File: src/rtl/fir_3path_stream_ctrl_if.sv
// Stream and datapath bundle for the 3-path FIR sequencing controller.
//   s_*     : serial Q1.15 sample input stream (valid/ready/last)
//   m_*     : serial result output stream (valid/ready/last)
//   fir_ce  : one-cycle datapath enable, fir_x* lane samples, fir_y* lane results
// master = controller side, slave = environment side (source, sink, datapath).
interface fir_3path_stream_ctrl_if #(
  parameter int DW = 16,
  parameter int YW = 32
);
  logic          s_valid;
  logic          s_ready;
  logic [DW-1:0] s_data;
  logic          s_last;

  logic          fir_ce;
  logic [DW-1:0] fir_x0;
  logic [DW-1:0] fir_x1;
  logic [DW-1:0] fir_x2;
  logic [YW-1:0] fir_y0;
  logic [YW-1:0] fir_y1;
  logic [YW-1:0] fir_y2;

  logic          m_valid;
  logic          m_ready;
  logic [YW-1:0] m_data;
  logic          m_last;

  modport master (
    input  s_valid, s_data, s_last, m_ready, fir_y0, fir_y1, fir_y2,
    output s_ready, m_valid, m_data, m_last, fir_ce, fir_x0, fir_x1, fir_x2
  );

  modport slave (
    output s_valid, s_data, s_last, m_ready, fir_y0, fir_y1, fir_y2,
    input  s_ready, m_valid, m_data, m_last, fir_ce, fir_x0, fir_x1, fir_x2
  );
endinterface

File: src/rtl/fir_3path_stream_ctrl.sv
// Sequencing controller for a 3-path parallel FIR datapath whose clock enable
// gates both its shift registers and its output registers.
//   clk   : system clock
//   rst_n : asynchronous active-low reset
//   bus   : master modport; packs the serial sample stream into lane triples,
//           pulses fir_ce once per triple, captures the matching y triple one
//           enable later, serialises it onto m_*, pads partial final triples
//           and flushes the datapath with a zero triple at frame end.
module fir_3path_stream_ctrl #(
  parameter int DW = 16,
  parameter int YW = 32
) (
  input  logic                          clk,
  input  logic                          rst_n,
  fir_3path_stream_ctrl_if.master       bus
);

  typedef enum logic [1:0] {COLLECT, ISSUE, FLUSH} state_e;

  // Tag travelling with an issued triple: valid, lane count (1..3), frame end.
  typedef struct packed {
    logic       vld;
    logic [1:0] cnt;
    logic       last;
  } tag_t;

  state_e               state_q;
  logic [1:0]           idx_q;
  logic [1:0]           cnt_q;
  logic                 last_q;
  logic signed [DW-1:0] lane_q [3];
  logic                 s_ready_q;
  logic                 fir_ce_q;
  tag_t                 tag_q;
  tag_t                 cap_tag_q;
  logic                 cap_pend_q;

  logic [YW-1:0]        obuf_q [3];
  logic                 obuf_vld_q;
  logic [1:0]           ocnt_q;
  logic                 olast_q;
  logic [1:0]           oidx_q;

  logic                 olast_lane;

  assign olast_lane  = (oidx_q == ocnt_q - 2'd1);

  assign bus.s_ready = s_ready_q;
  assign bus.fir_ce  = fir_ce_q;
  assign bus.fir_x0  = lane_q[0];
  assign bus.fir_x1  = lane_q[1];
  assign bus.fir_x2  = lane_q[2];
  assign bus.m_valid = obuf_vld_q;
  assign bus.m_data  = obuf_q[oidx_q];
  assign bus.m_last  = olast_q && olast_lane;

  always_ff @(posedge clk or negedge rst_n) begin
    if (!rst_n) begin
      state_q    <= COLLECT;
      idx_q      <= 2'd0;
      cnt_q      <= 2'd0;
      last_q     <= 1'b0;
      for (int i = 0; i < 3; i++) begin
        lane_q[i] <= '0;
        obuf_q[i] <= '0;
      end
      s_ready_q  <= 1'b1;
      fir_ce_q   <= 1'b0;
      tag_q      <= '0;
      cap_tag_q  <= '0;
      cap_pend_q <= 1'b0;
      obuf_vld_q <= 1'b0;
      ocnt_q     <= 2'd0;
      olast_q    <= 1'b0;
      oidx_q     <= 2'd0;
    end else begin
      // Stage: lane packing and enable sequencing
      unique case (state_q)
        COLLECT: begin
          if (bus.s_valid && s_ready_q) begin
            lane_q[idx_q] <= bus.s_data;
            idx_q         <= idx_q + 2'd1;
            if (idx_q == 2'd2 || bus.s_last) begin
              cnt_q     <= idx_q + 2'd1;
              last_q    <= bus.s_last;
              // Pad lanes above the final sample so padded outputs are zero-input.
              for (int i = 0; i < 3; i++) begin
                if (i > int'(idx_q)) lane_q[i] <= '0;
              end
              state_q   <= ISSUE;
              s_ready_q <= 1'b0;
            end
          end
        end
        ISSUE, FLUSH: begin
          if (fir_ce_q) begin
            // Enable cycle: the datapath samples fir_x on this edge, so lanes
            // are cleared only now. The y it loads belongs to the previous tag.
            fir_ce_q   <= 1'b0;
            cap_pend_q <= 1'b1;
            cap_tag_q  <= tag_q;
            idx_q      <= 2'd0;
            for (int i = 0; i < 3; i++) lane_q[i] <= '0;
            if (state_q == ISSUE) begin
              tag_q     <= '{vld: 1'b1, cnt: cnt_q, last: last_q};
              state_q   <= last_q ? FLUSH : COLLECT;
              s_ready_q <= !last_q;
            end else begin
              tag_q     <= '0;
              state_q   <= COLLECT;
              s_ready_q <= 1'b1;
            end
          end else if (!obuf_vld_q && !cap_pend_q) begin
            // Only enable when the previous result has somewhere to go.
            fir_ce_q <= 1'b1;
          end
        end
        default: state_q <= COLLECT;
      endcase

      // Stage: output serialiser
      if (obuf_vld_q && bus.m_ready) begin
        if (olast_lane) begin
          obuf_vld_q <= 1'b0;
          oidx_q     <= 2'd0;
        end else begin
          oidx_q <= oidx_q + 2'd1;
        end
      end

      // Stage: result capture, one cycle after each enable.
      // The buffer is always empty here because enables wait for it.
      if (cap_pend_q) begin
        cap_pend_q <= 1'b0;
        if (cap_tag_q.vld) begin
          obuf_q[0]  <= bus.fir_y0;
          obuf_q[1]  <= bus.fir_y1;
          obuf_q[2]  <= bus.fir_y2;
          obuf_vld_q <= 1'b1;
          ocnt_q     <= cap_tag_q.cnt;
          olast_q    <= cap_tag_q.last;
          oidx_q     <= 2'd0;
        end
      end
    end
  end

endmodule
File: src/flat_wrapper.sv
// flat-port wrapper written by rule: the top's interface ports become plain ports
module fir_3path_stream_ctrl_flat 
#(
  parameter int DW = 16,
  parameter int YW = 32
)
  (clk, rst_n, bus_s_valid, bus_s_data, bus_s_last, bus_m_ready, bus_fir_y0, bus_fir_y1, bus_fir_y2, bus_s_ready, bus_m_valid, bus_m_data, bus_m_last, bus_fir_ce, bus_fir_x0, bus_fir_x1, bus_fir_x2);
  fir_3path_stream_ctrl_if #(.DW(DW), .YW(YW)) bus_i ();
  input  logic clk;
  input  logic rst_n;
  input wire logic [$bits(bus_i.s_valid)-1:0] bus_s_valid;
  input wire logic [$bits(bus_i.s_data)-1:0] bus_s_data;
  input wire logic [$bits(bus_i.s_last)-1:0] bus_s_last;
  input wire logic [$bits(bus_i.m_ready)-1:0] bus_m_ready;
  input wire logic [$bits(bus_i.fir_y0)-1:0] bus_fir_y0;
  input wire logic [$bits(bus_i.fir_y1)-1:0] bus_fir_y1;
  input wire logic [$bits(bus_i.fir_y2)-1:0] bus_fir_y2;
  output wire logic [$bits(bus_i.s_ready)-1:0] bus_s_ready;
  output wire logic [$bits(bus_i.m_valid)-1:0] bus_m_valid;
  output wire logic [$bits(bus_i.m_data)-1:0] bus_m_data;
  output wire logic [$bits(bus_i.m_last)-1:0] bus_m_last;
  output wire logic [$bits(bus_i.fir_ce)-1:0] bus_fir_ce;
  output wire logic [$bits(bus_i.fir_x0)-1:0] bus_fir_x0;
  output wire logic [$bits(bus_i.fir_x1)-1:0] bus_fir_x1;
  output wire logic [$bits(bus_i.fir_x2)-1:0] bus_fir_x2;
  assign bus_i.s_valid = bus_s_valid;
  assign bus_i.s_data = bus_s_data;
  assign bus_i.s_last = bus_s_last;
  assign bus_i.m_ready = bus_m_ready;
  assign bus_i.fir_y0 = bus_fir_y0;
  assign bus_i.fir_y1 = bus_fir_y1;
  assign bus_i.fir_y2 = bus_fir_y2;
  assign bus_s_ready = bus_i.s_ready;
  assign bus_m_valid = bus_i.m_valid;
  assign bus_m_data = bus_i.m_data;
  assign bus_m_last = bus_i.m_last;
  assign bus_fir_ce = bus_i.fir_ce;
  assign bus_fir_x0 = bus_i.fir_x0;
  assign bus_fir_x1 = bus_i.fir_x1;
  assign bus_fir_x2 = bus_i.fir_x2;
  fir_3path_stream_ctrl #(.DW(DW), .YW(YW)) u_core (.clk(clk), .rst_n(rst_n), .bus(bus_i));
endmodule
File: config.mk
export PLATFORM = sky130hd
export DESIGN_NAME = fir_3path_stream_ctrl_flat
export DESIGN_NICKNAME = d
export VERILOG_FILES = /design/src/rtl/fir_3path_stream_ctrl_if.sv /design/src/rtl/fir_3path_stream_ctrl.sv /design/src/flat_wrapper.sv
export SDC_FILE = /design/constraint.sdc
export NUM_CORES = 1
export LEC_CHECK = 0
export BUFFER_PORTS_ARGS = -buffer_cell sky130_fd_sc_hd__buf_2
export CAP_MARGIN = 10
export CORE_MARGIN = 2
export CORE_UTILIZATION = 50
export DETAILED_ROUTE_END_ITERATION = 10
export PLACE_DENSITY_LB_ADDON = 0.08
export REMOVE_ABC_BUFFERS = 1
export SLEW_MARGIN = 10
export SYNTH_ARGS = -nofsm -noshare
export SYNTH_HDL_FRONTEND = slang
export SYNTH_SLANG_ARGS = --single-unit
export TNS_END_PERCENT = 20
File: constraint.sdc
create_clock -name clk -period 4 [get_ports clk]
set_input_delay 0.2 -clock clk [delete_from_list [all_inputs] [get_ports clk]]
set_output_delay 0.2 -clock clk [all_outputs]
set_load 0.005 [all_outputs]
==> flow_summary_export.csv <==
group,metric,value,unit
clock_tree,numCtsBuffers,17,
grt,grt_max_degree,109,
grt,grt_pass1_wl,25.8,mm
die,die_h,123,um
route,antenna_left,0,
min_path,hp-class,"in -> reg",
clock_tree,cts_buffer_depth,2,
worst_setup_path,required,3.80,ns
cells_and_area,fillers,1051,
sta,holdWs,0.0148,ns
sta,tightest_slew,1.05,ns
yosys,synth_edf_count,0,
route,wl_met1,7.12,mm
worst_setup_path,crit_path_top_delay_cell,"dfrtp_2",
grt,grt-ovfl-total,0,
worst_setup_path,worstPathCellList,"nor2b_2, buf_4, nand2_1, o21ai_0, buf_2",
route,top_layer,"met4",
outcome,status,"complete, no violations",
yosys,ys_types,38,
route,route.met3.wl,1.11,mm
route,routed_via_density,5.24,
placed_design,post-place-ws,1.72,ns
die,rows,43,
clock_tree,cts_num_sinks,168,
cells_and_area,synthToLayoutAreaGrowth,31.2,%
yosys,synthTopCellsByArea,"dfrtp_1, mux2_2, a22o_1",
grt,grt_pass1_vias,5196,
grt,antenna_found_initial,0,
yosys,yosysSeqAreaShare,59.2,%
pwr,leakagePower,4.59,nW
yosys,avgSynthCellArea,13.3,um^2
yosys,yosys_warnings,0,
route,firstDrtPassIters,4,
worst_setup_path,reg2reg_slack,1.74,ns
yosys,async_flop_share,100,%
pwr,power.density,775,mW/mm^2
cells_and_area,nets,893,
route,drc,0,
sta,max_freq,0.440,GHz
sta,fin_tns_setup,0,ns
route,drt-total-wl,16.4,mm
die,initial_utilization,51.2,%
sta,fin_skew,0.00486,ns
yosys,yosysTopAreaCell,"dfrtp_1",
die,core,0.0139,mm^2
worst_setup_path,critical_path_class,"reg -> out",
run,maxCapViolCount,0,
sta,worst_slack,1.73,ns
clock_tree,cts_tree,"done",
worst_setup_path,max_stage_delay,0.55,ns
clock_tree,root_buffer,"clkbuf_16",
pwr,irDropWorstVdd,0.454,mV
cells_and_area,diodes,0,
yosys,ys_ff_latch,168,
yosys,syn_inst,534,
cells_and_area,drive_gt1_share,45.5,%
sta,finalCritPeriodShare,56.8,%
clock_tree,clkTransAtPathRegs,0.06,ns
cells_and_area,final_core_util,67.2,%
sta,finalSetupViolations,0,
worst_setup_path,cp-end-kind,"output pin",
placed_design,hpwlAfterDp,11.2,mm
placed_design,port-buffer-count,200,
die,die_x,123,um
route,drt_iter0_drc,341,
yosys,synthFlopType,"dfrtp_1",
placed_design,place_congestion,0.811,
route,wl_met2,7.95,mm
die,ioPinCount,201,
yosys,post-synth-top-count-cell,"dfrtp_1",
sta,drv_slew,0,
yosys,yosysTopAreaCellShare,58.8,%
pwr,p_total,7.23,mW
sta,rsz0062_at_grt,"false",
clock_tree,post_cts_buffers,0,
yosys,netlist_area,0.00711,mm^2
yosys,synthTopCellsByCount,"dfrtp_1, mux2_2, a22o_1",
worst_setup_path,cp_data_arrival_time,2.07,ns
die,die_area,0.0152,mm^2
route,wire_per_inst,17.1,um
grt,grt.total_usage,22.2,%
clock_tree,insertion_delay,0.42,ns
sta,period_needed,2.27,ns
route,vias,5037,
worst_setup_path,start_kind,"flop",
sta,maxSlewHeadroom,29.7,%
sta,finalHoldViolations,0,
clock_tree,cts_max_level,4,
worst_setup_path,cp_max_fo,25,
## registers in the layout, indices dropped and copies added (netlist names), 2 cells and up
signal,flops
u_core.oidx_q,2
u_core.obuf_q,96
u_core.cnt_q,2
u_core.bus.fir_x0,16
u_core.tag_q,4
u_core.state_q,2
u_core.bus.fir_x2,16
u_core.cap_tag_q,4
u_core.idx_q,2
u_core.ocnt_q,2
u_core.bus.fir_x1,16
## cell type report
cell class                      instances  area (um^2)  area share (%)
Tap cell                              180          225            2.42
Sequential cell                       168         4210            45.1
Multi-Input combinational cell        323         2710            29.0
Inverter                                8         30.0           0.322
Clock inverter                         12          196            2.11
Timing Repair Buffer                  250         1490            16.0
Clock buffer                           20          467            5.01
## power breakdown
group | leakage (nW) | internal, mW | switching [mW]
clock | 0.318 | 1.15 | 0.652
combinational | 2.21 | 1.33 | 1.15
sequential | 2.06 | 2.49 | 0.452
## critical path: cells and delay by family (launching register included)
kind | cells | cell delay [ns]
DFF | 1 | 0.55
buffers and inverters | 2 | 0.55
AOI/OAI and AO/OA | 1 | 0.10
and+or+nand+nor | 2 | 0.44
## cell families after synthesis
group           Yosys count  share of synthesized area [%]
compound gates          107                           10.5
xor+xnor                  1                          0.123
fa+ha+maj                 8                           1.41
buf+inv                  43                           2.87
flops                   168                           59.2
mux                     139                           21.4
simple gates             68                           4.51
## routing by layer
| metal | global-route usage, % | vias to the layer above |
|---|---|---|
| li1 | - | 2382 |
| met1 | 28.0 | 2464 |
| met2 | 37.1 | 169 |
| met3 | 5.63 | 22 |
| met4 | 8.45 | 0 |
| met5 | 0 | - |
## placed cells by master (no fill, tap or decap), drive strengths merged
master,Yosys,layout
nor2,3,3
and4,1,1
xnor2,1,1
clkinvlp,0,3
a22o,48,48
a21o,1,1
o2bb2ai,1,1
dfstp,1,1
or2,2,2
clkbuf,13,20
ha,8,8
a211oi,2,2
a21boi,1,1
o21ai,44,44
nor3,3,3
inv,8,8
nor2b,3,3
a31oi,3,3
or3,1,1
o31ai,1,1
clkinv,0,4
dfrtp,167,167
nand2,45,45
a21oi,6,6
and2,3,3
nand2b,1,1
nand3b,1,1
nand3,3,3
mux2,106,106
bufinv,0,5
nand4,2,2
dlygate4sd3,0,43
mux2i,33,33
buf,22,207
## stage by stage
step	cell area, um^2	cells
6_report	9320	961
3_3_place_gp	8230	886
4_1_cts	9310	960
3_5_place_dp	8230	886
5_1_grt	9320	961
2_1_floorplan	6930	499
## worst paths after layout
kind,startpoint,to,cells past startpoint
max in group asynchronous,rst_n,u_core.obuf_q[38],3
worst min-delay path,bus_fir_y0[11],u_core.obuf_q[75],2
worst max register to register,u_core.state_q[0],u_core.bus.fir_x1[5],6
worst min register to register,u_core.tag_q[1],u_core.tag_q[1],2
min in group asynchronous,rst_n,u_core.obuf_q[44],2
worst max-delay path,u_core.oidx_q[0],bus_m_data[8],5
## repair_timing
action,CTS,global route
gates resized for setup,0,0
hold buffers,42,1
endpoints found under the hold margin,147,1
(Power assumes the default switching activity.)
